`src/rtl/vx_pending_tags.sv`:
```
// Tag allocator for outstanding requests: grants the lowest free tag, keeps
// per-tag metadata, and hands it back when the response retires the tag.
module vx_pending_tags #(
  parameter int SIZE  = 8,
  parameter int DATAW = 32,
  parameter int ADDRW = (SIZE > 1) ? $clog2(SIZE) : 1,
  parameter int SIZEW = $clog2(SIZE + 1)
) (
  input  logic             clk,
  input  logic             reset,
  input  logic             acquire_valid,
  input  logic [DATAW-1:0] acquire_data,
  output logic             acquire_ready,
  output logic [ADDRW-1:0] acquire_tag,
  input  logic             release_valid,
  input  logic [ADDRW-1:0] release_tag,
  output logic [DATAW-1:0] release_data,
  output logic             empty,
  output logic             full,
  output logic [SIZEW-1:0] size
);

  logic [SIZE-1:0]  busy_q, busy_d;
  logic [SIZEW-1:0] size_q, size_d;
  logic             empty_q, empty_d;
  logic             full_q, full_d;
  logic [DATAW-1:0] mem_q [SIZE];

  logic             fire;
  logic             release_in_range;
  logic             release_hit;
  logic [ADDRW-1:0] release_idx;
  logic             free_found;

  // Grant depends only on registered occupancy, so a tag freed this cycle
  // is not offered until the next one.
  // NOTE: every always_comb output gets a default first, so no path can infer a latch.
  always_comb begin
    acquire_tag = '0;
    free_found  = 1'b0;
    for (int i = 0; i < SIZE; i++) begin
      if (!free_found && !busy_q[i]) begin
        acquire_tag = ADDRW'(i);
        free_found  = 1'b1;
      end
    end
  end

  assign acquire_ready    = !full_q;
  assign fire             = acquire_valid && acquire_ready;
  assign release_in_range = (32'(release_tag) < 32'(SIZE));
  assign release_idx      = release_in_range ? release_tag : '0;
  // Releases of free or out-of-range tags leave the state untouched.
  assign release_hit      = release_valid && release_in_range && busy_q[release_idx];
  assign release_data     = mem_q[release_idx];

  always_comb begin
    busy_d  = busy_q;
    size_d  = size_q;
    empty_d = empty_q;
    full_d  = full_q;
    if (fire) begin
      busy_d[acquire_tag] = 1'b1;
    end
    if (release_hit) begin
      busy_d[release_idx] = 1'b0;
    end
    if (fire && !release_hit) begin
      size_d  = size_q + SIZEW'(1);
      empty_d = 1'b0;
      if (size_q == SIZEW'(SIZE - 1)) begin
        full_d = 1'b1;
      end
    end else if (release_hit && !fire) begin
      size_d = size_q - SIZEW'(1);
      full_d = 1'b0;
      if (size_q == SIZEW'(1)) begin
        empty_d = 1'b1;
      end
    end
  end

  // NOTE: sequential state is updated with non-blocking assignments only.
  always_ff @(posedge clk) begin
    if (reset) begin
      busy_q  <= '0;
      size_q  <= '0;
      empty_q <= 1'b1;
      full_q  <= 1'b0;
    end else begin
      busy_q  <= busy_d;
      size_q  <= size_d;
      empty_q <= empty_d;
      full_q  <= full_d;
    end
  end

  // NOTE: the metadata array is deliberately not reset; a free tag's contents are never consumed.
  always_ff @(posedge clk) begin
    if (fire) begin
      mem_q[acquire_tag] <= acquire_data;
    end
  end

  assign empty = empty_q;
  assign full  = full_q;
  assign size  = size_q;

  acquire_when_full_a : assert property (@(posedge clk) disable iff (reset)
    acquire_valid |-> !full_q)
    else $error("runtime error: acquire while full");

  release_range_a : assert property (@(posedge clk) disable iff (reset)
    release_valid |-> release_in_range)
    else $error("runtime error: release tag out of range");

  release_busy_a : assert property (@(posedge clk) disable iff (reset)
    release_valid |-> busy_q[release_idx])
    else $error("runtime error: release of a free tag");

endmodule

```
`config.mk`:
```
export PLATFORM = sky130hd
export DESIGN_NAME = vx_pending_tags
export DESIGN_NICKNAME = d
export VERILOG_FILES = /design/src/rtl/vx_pending_tags.sv
export SDC_FILE = /design/constraint.sdc
export NUM_CORES = 1
export LEC_CHECK = 0
export CAP_MARGIN = 5
export CORE_MARGIN = 2
export CORE_UTILIZATION = 33
export CTS_BUF_LIST = sky130_fd_sc_hd__clkbuf_8
export DETAILED_ROUTE_END_ITERATION = 10
export GPL_TIMING_DRIVEN = 1
export PLACE_DENSITY = 0.61
export SLEW_MARGIN = 20
export SYNTH_ARGS = -nofsm -noshare
export SYNTH_HDL_FRONTEND = slang
export SYNTH_SLANG_ARGS = --single-unit
```
`constraint.sdc`:
```
create_clock -name clk -period 4.46 [get_ports clk]
set_input_delay 0.892 -clock clk [delete_from_list [all_inputs] [get_ports clk]]
set_output_delay 0.892 -clock clk [all_outputs]
set_load 0.02 [all_outputs]
```
==> results.md, run 1 <==
- Worst path max stage delay: 0.67 ns
- Die H: 184 microns
- Avg WL per Cell: 20.8 microns
- H-tree levels: 2
- # resized after CTS: 0
- Most frequent cells after synthesis: edfxtp_1, nand2_1, nor2_1
- Worst-Margin Slew: 0.801 ns
- Post-Layout Inst Area: 0.0129 sq mm
- DR vias/cell: 5.16
- Number of port buffers: 80
- Vias in the first global route: 6,139
- Post-synth cell types: 53
- Vias: 6,131
- Post-synthesis cell area: 0.0107 sq mm
- Die area: 0.0337 sq mm
- PwrDens: 409 mW/mm^2
- Post-synth top flop: edfxtp_1
- Fmax achieved: 0.251 GHz
- Sequential area share after synthesis: 0.748
- Initial antenna violation count: 1
- HPWL after DPL: 14,300 microns
- Global route total overflow: 0
- WS Path Type: input port to output port
- Slowest CP cell: clkdlybuf4s50_1
- Final Non-Filler Cells: 1,189
- Fin Setup TNS: 0 ns
- WP buf/inv: 3
- Peak supply drop: 0.224 mV
- Synth async-reset ratio: 0
- Largest net degree at the start of global routing: 44
- Post-synth EDFFs: 256
- Crit path cell chain: buf_4, inv_1, nor2_2, a221oi_1, o22ai_1, clkdlybuf4s50_1
- Max-slew violations: 0
- Post-Route Skew: 0.0330 ns
- Fraction of the mapped netlist area in compound gates: 0.0821
- Root buf cell: clkbuf_8
- Hold Vio Cnt, Final: 0
- DRC violations left: 0
- Post-synth top area cell: edfxtp_1
- Clock transition at path regs: 0.06 ns
- Worst r2r path cells: 4
- Power, Total: 5.28 mW
- Top fanout value on the critical path: 25
- Hold EP: empty
- Cts hold-fix bufs: 0
- Synth Net Count: 673
- XOR/XNOR Fraction of Synth Area: 0.00247
- WP data required: 3.57 ns
- Yosys reg bits: 270
- Hold Crit Class: flip-flop to flip-flop
- DRT Wirelength: 24,800 microns
- Starting Density: 0.337
- Number of setup buffers added after CTS: 0
- Post-route ant nets: 0
- Status: completed
- Hold path startpoint: empty
- FP Rows: 65
- Hold Path Stages: 2
- Synth Area in Simple Gates: 0.0485
- Worst Setup End Kind: output port
- CTS max path bufs: 3
- DP Area: 0.0121 sq mm
- Post-layout min period: 3.98 ns
- Top-level I/O count: 81
- Synth warnings: 0
- Largest family of logic cells by synthesized area: multiplexers
- Post-synthesis mux area share: 0.0911
- Avg Cell Area, Syn: 16.9 sq um
- GRT Total Usage: 0.147
- Die width: 184 microns
- RR Startpoint: busy_q[5]
- WP data arrival: 3.09 ns
- Internal reg-to-reg setup slack: 1.96 ns
- CP Launch Type: input port
- Placed Cells: 1,106
- R2R Path End: mem_q[4][19]
- GP Congestion: 0.804
- DRT iter0 DRCs: 537
- Most common cell in the netlist: edfxtp_1
- Final Cycle Share: 0.892
- Pre-antenna DRT Iters: 7
- Skew-Pair Late Insertion Delay: 0.56 ns
- Synth area leaders: edfxtp_1, mux4_2, dfxtp_1
- TritonCTS buffer count: 45
- # clock sinks: 270
- Leakage: 4.31 nW
- Share of layout cells above drive strength 1: 0.187
- Max_slew headroom: 0.464
- Delay-heaviest family, CP: buffers and inverters
- Area grow syn2layout: 21.1%
- CTS tree: yes
- Post-Synth Adder-Cell Area: 0.00587
- Area share of the largest cell type after synthesis: 0.722
- First-pass GRT wire length: 37,400 microns
- Placeable Area: 0.0316 sq mm
- # Max-Cap Violations: 0
- Final setup viols: 0
- Unrepaired setup endpoints after global routing: false
- Fin nets: 795
- Post-Syn Instances: 629
[sequential cells by signal (all words and copies together) (netlist names)]
| signal | count |
|---|---|
| empty | 1 |
| busy_q | 8 |
| size | 4 |
| mem_q | 256 |
| full | 1 |
[report_power, final]
part           leakage (nW)  switching [mW]  internal, mW  total, mW
registers              2.44          0.0207          2.83       2.85
logic                  1.41           0.261         0.198      0.458
clock network         0.463           0.976         0.999       1.97
[cell usage in the layout (no fill, tap or decap), types with 6 or more instances in the layout]
cell,instances
a21oi_1,22
a221oi_1,24
a22o_1,7
a22oi_1,12
buf_4,28
clkbuf_8,45
clkdlybuf4s50_1,77
clkinv_1,13
dfxtp_1,14
edfxtp_1,256
inv_1,26
mux2_2,24
mux2i_1,25
mux4_2,20
nand2_1,52
nor2_1,28
nor2b_1,6
o21ai_0,14
o221ai_1,12
o2bb2ai_1,8
[area by class of cell]
class                   count  area [sq um]
fillers                  2873         18700
inverters                  11          41.3
clock inverters            37           179
diodes                      1          2.50
well taps                 402           503
clock buffers              45           619
multi-input cells         311          2490
repair buffers            112          1090
flip-flops and latches    270          7970
[metrics by stage]
stage	setup WS [ns]	utilization	hold slack, ns
after floorplan	0.624	-	0.464
after global placement	0.513	0.382	0.467
after detailed placement	0.494	0.382	0.472
after CTS	0.492	0.408	0.488
after global routing	0.394	0.408	0.505
final	0.480	0.408	0.483
[per-layer routing]
layer | track usage | up-vias | part of all wire
met5 | 0 | - | 0
met4 | 0.0474 | 0 | 0.015
met3 | 0.0363 | 33 | 0.072
met2 | 0.225 | 218 | 0.46
met1 | 0.208 | 3115 | 0.45
li1 | - | 2765 | -
[worst reg2reg max path, stage by stage (launching register included)]
cell,delay (ns)
dfxtp_1,0.42
and2b_1,0.22
o221ai_1,0.52
and3_2,0.68
buf_4,0.35
[cells by family (layout without fill, tap and decap cells)]
logic type,after synthesis,count (layout)
and+or+nand+nor,115,115
AOI/OAI and AO/OA,119,119
other,0,1
adders and majority gates,5,5
buffers and inverters,48,205
xor gates and xnor gates,3,3
muxes,69,69
DFF,270,270
[worst max path at each step]
stage | startpoint | end | cells after the start
floorplan | acquire_valid | mem_q[3][0] | 3
finish | release_tag[2] | release_data[30] | 6
detailed placement | release_tag[2] | release_data[24] | 7
global placement | release_tag[2] | release_data[0] | 7
CTS | release_tag[2] | release_data[24] | 7
global route | release_tag[2] | release_data[6] | 6
Power figures use the tool's default switching activity.
==> run 2: changes to the inputs <==
--- a/config.mk
+++ b/config.mk
@@ -10,7 +10,6 @@
 export CORE_UTILIZATION = 33
 export CTS_BUF_LIST = sky130_fd_sc_hd__clkbuf_8
 export DETAILED_ROUTE_END_ITERATION = 10
-export GPL_TIMING_DRIVEN = 1
 export PLACE_DENSITY = 0.61
 export SLEW_MARGIN = 20
 export SYNTH_ARGS = -nofsm -noshare
==> results of run 2 <==
The final DEF is identical to that of run 1; final timing and power are the same.
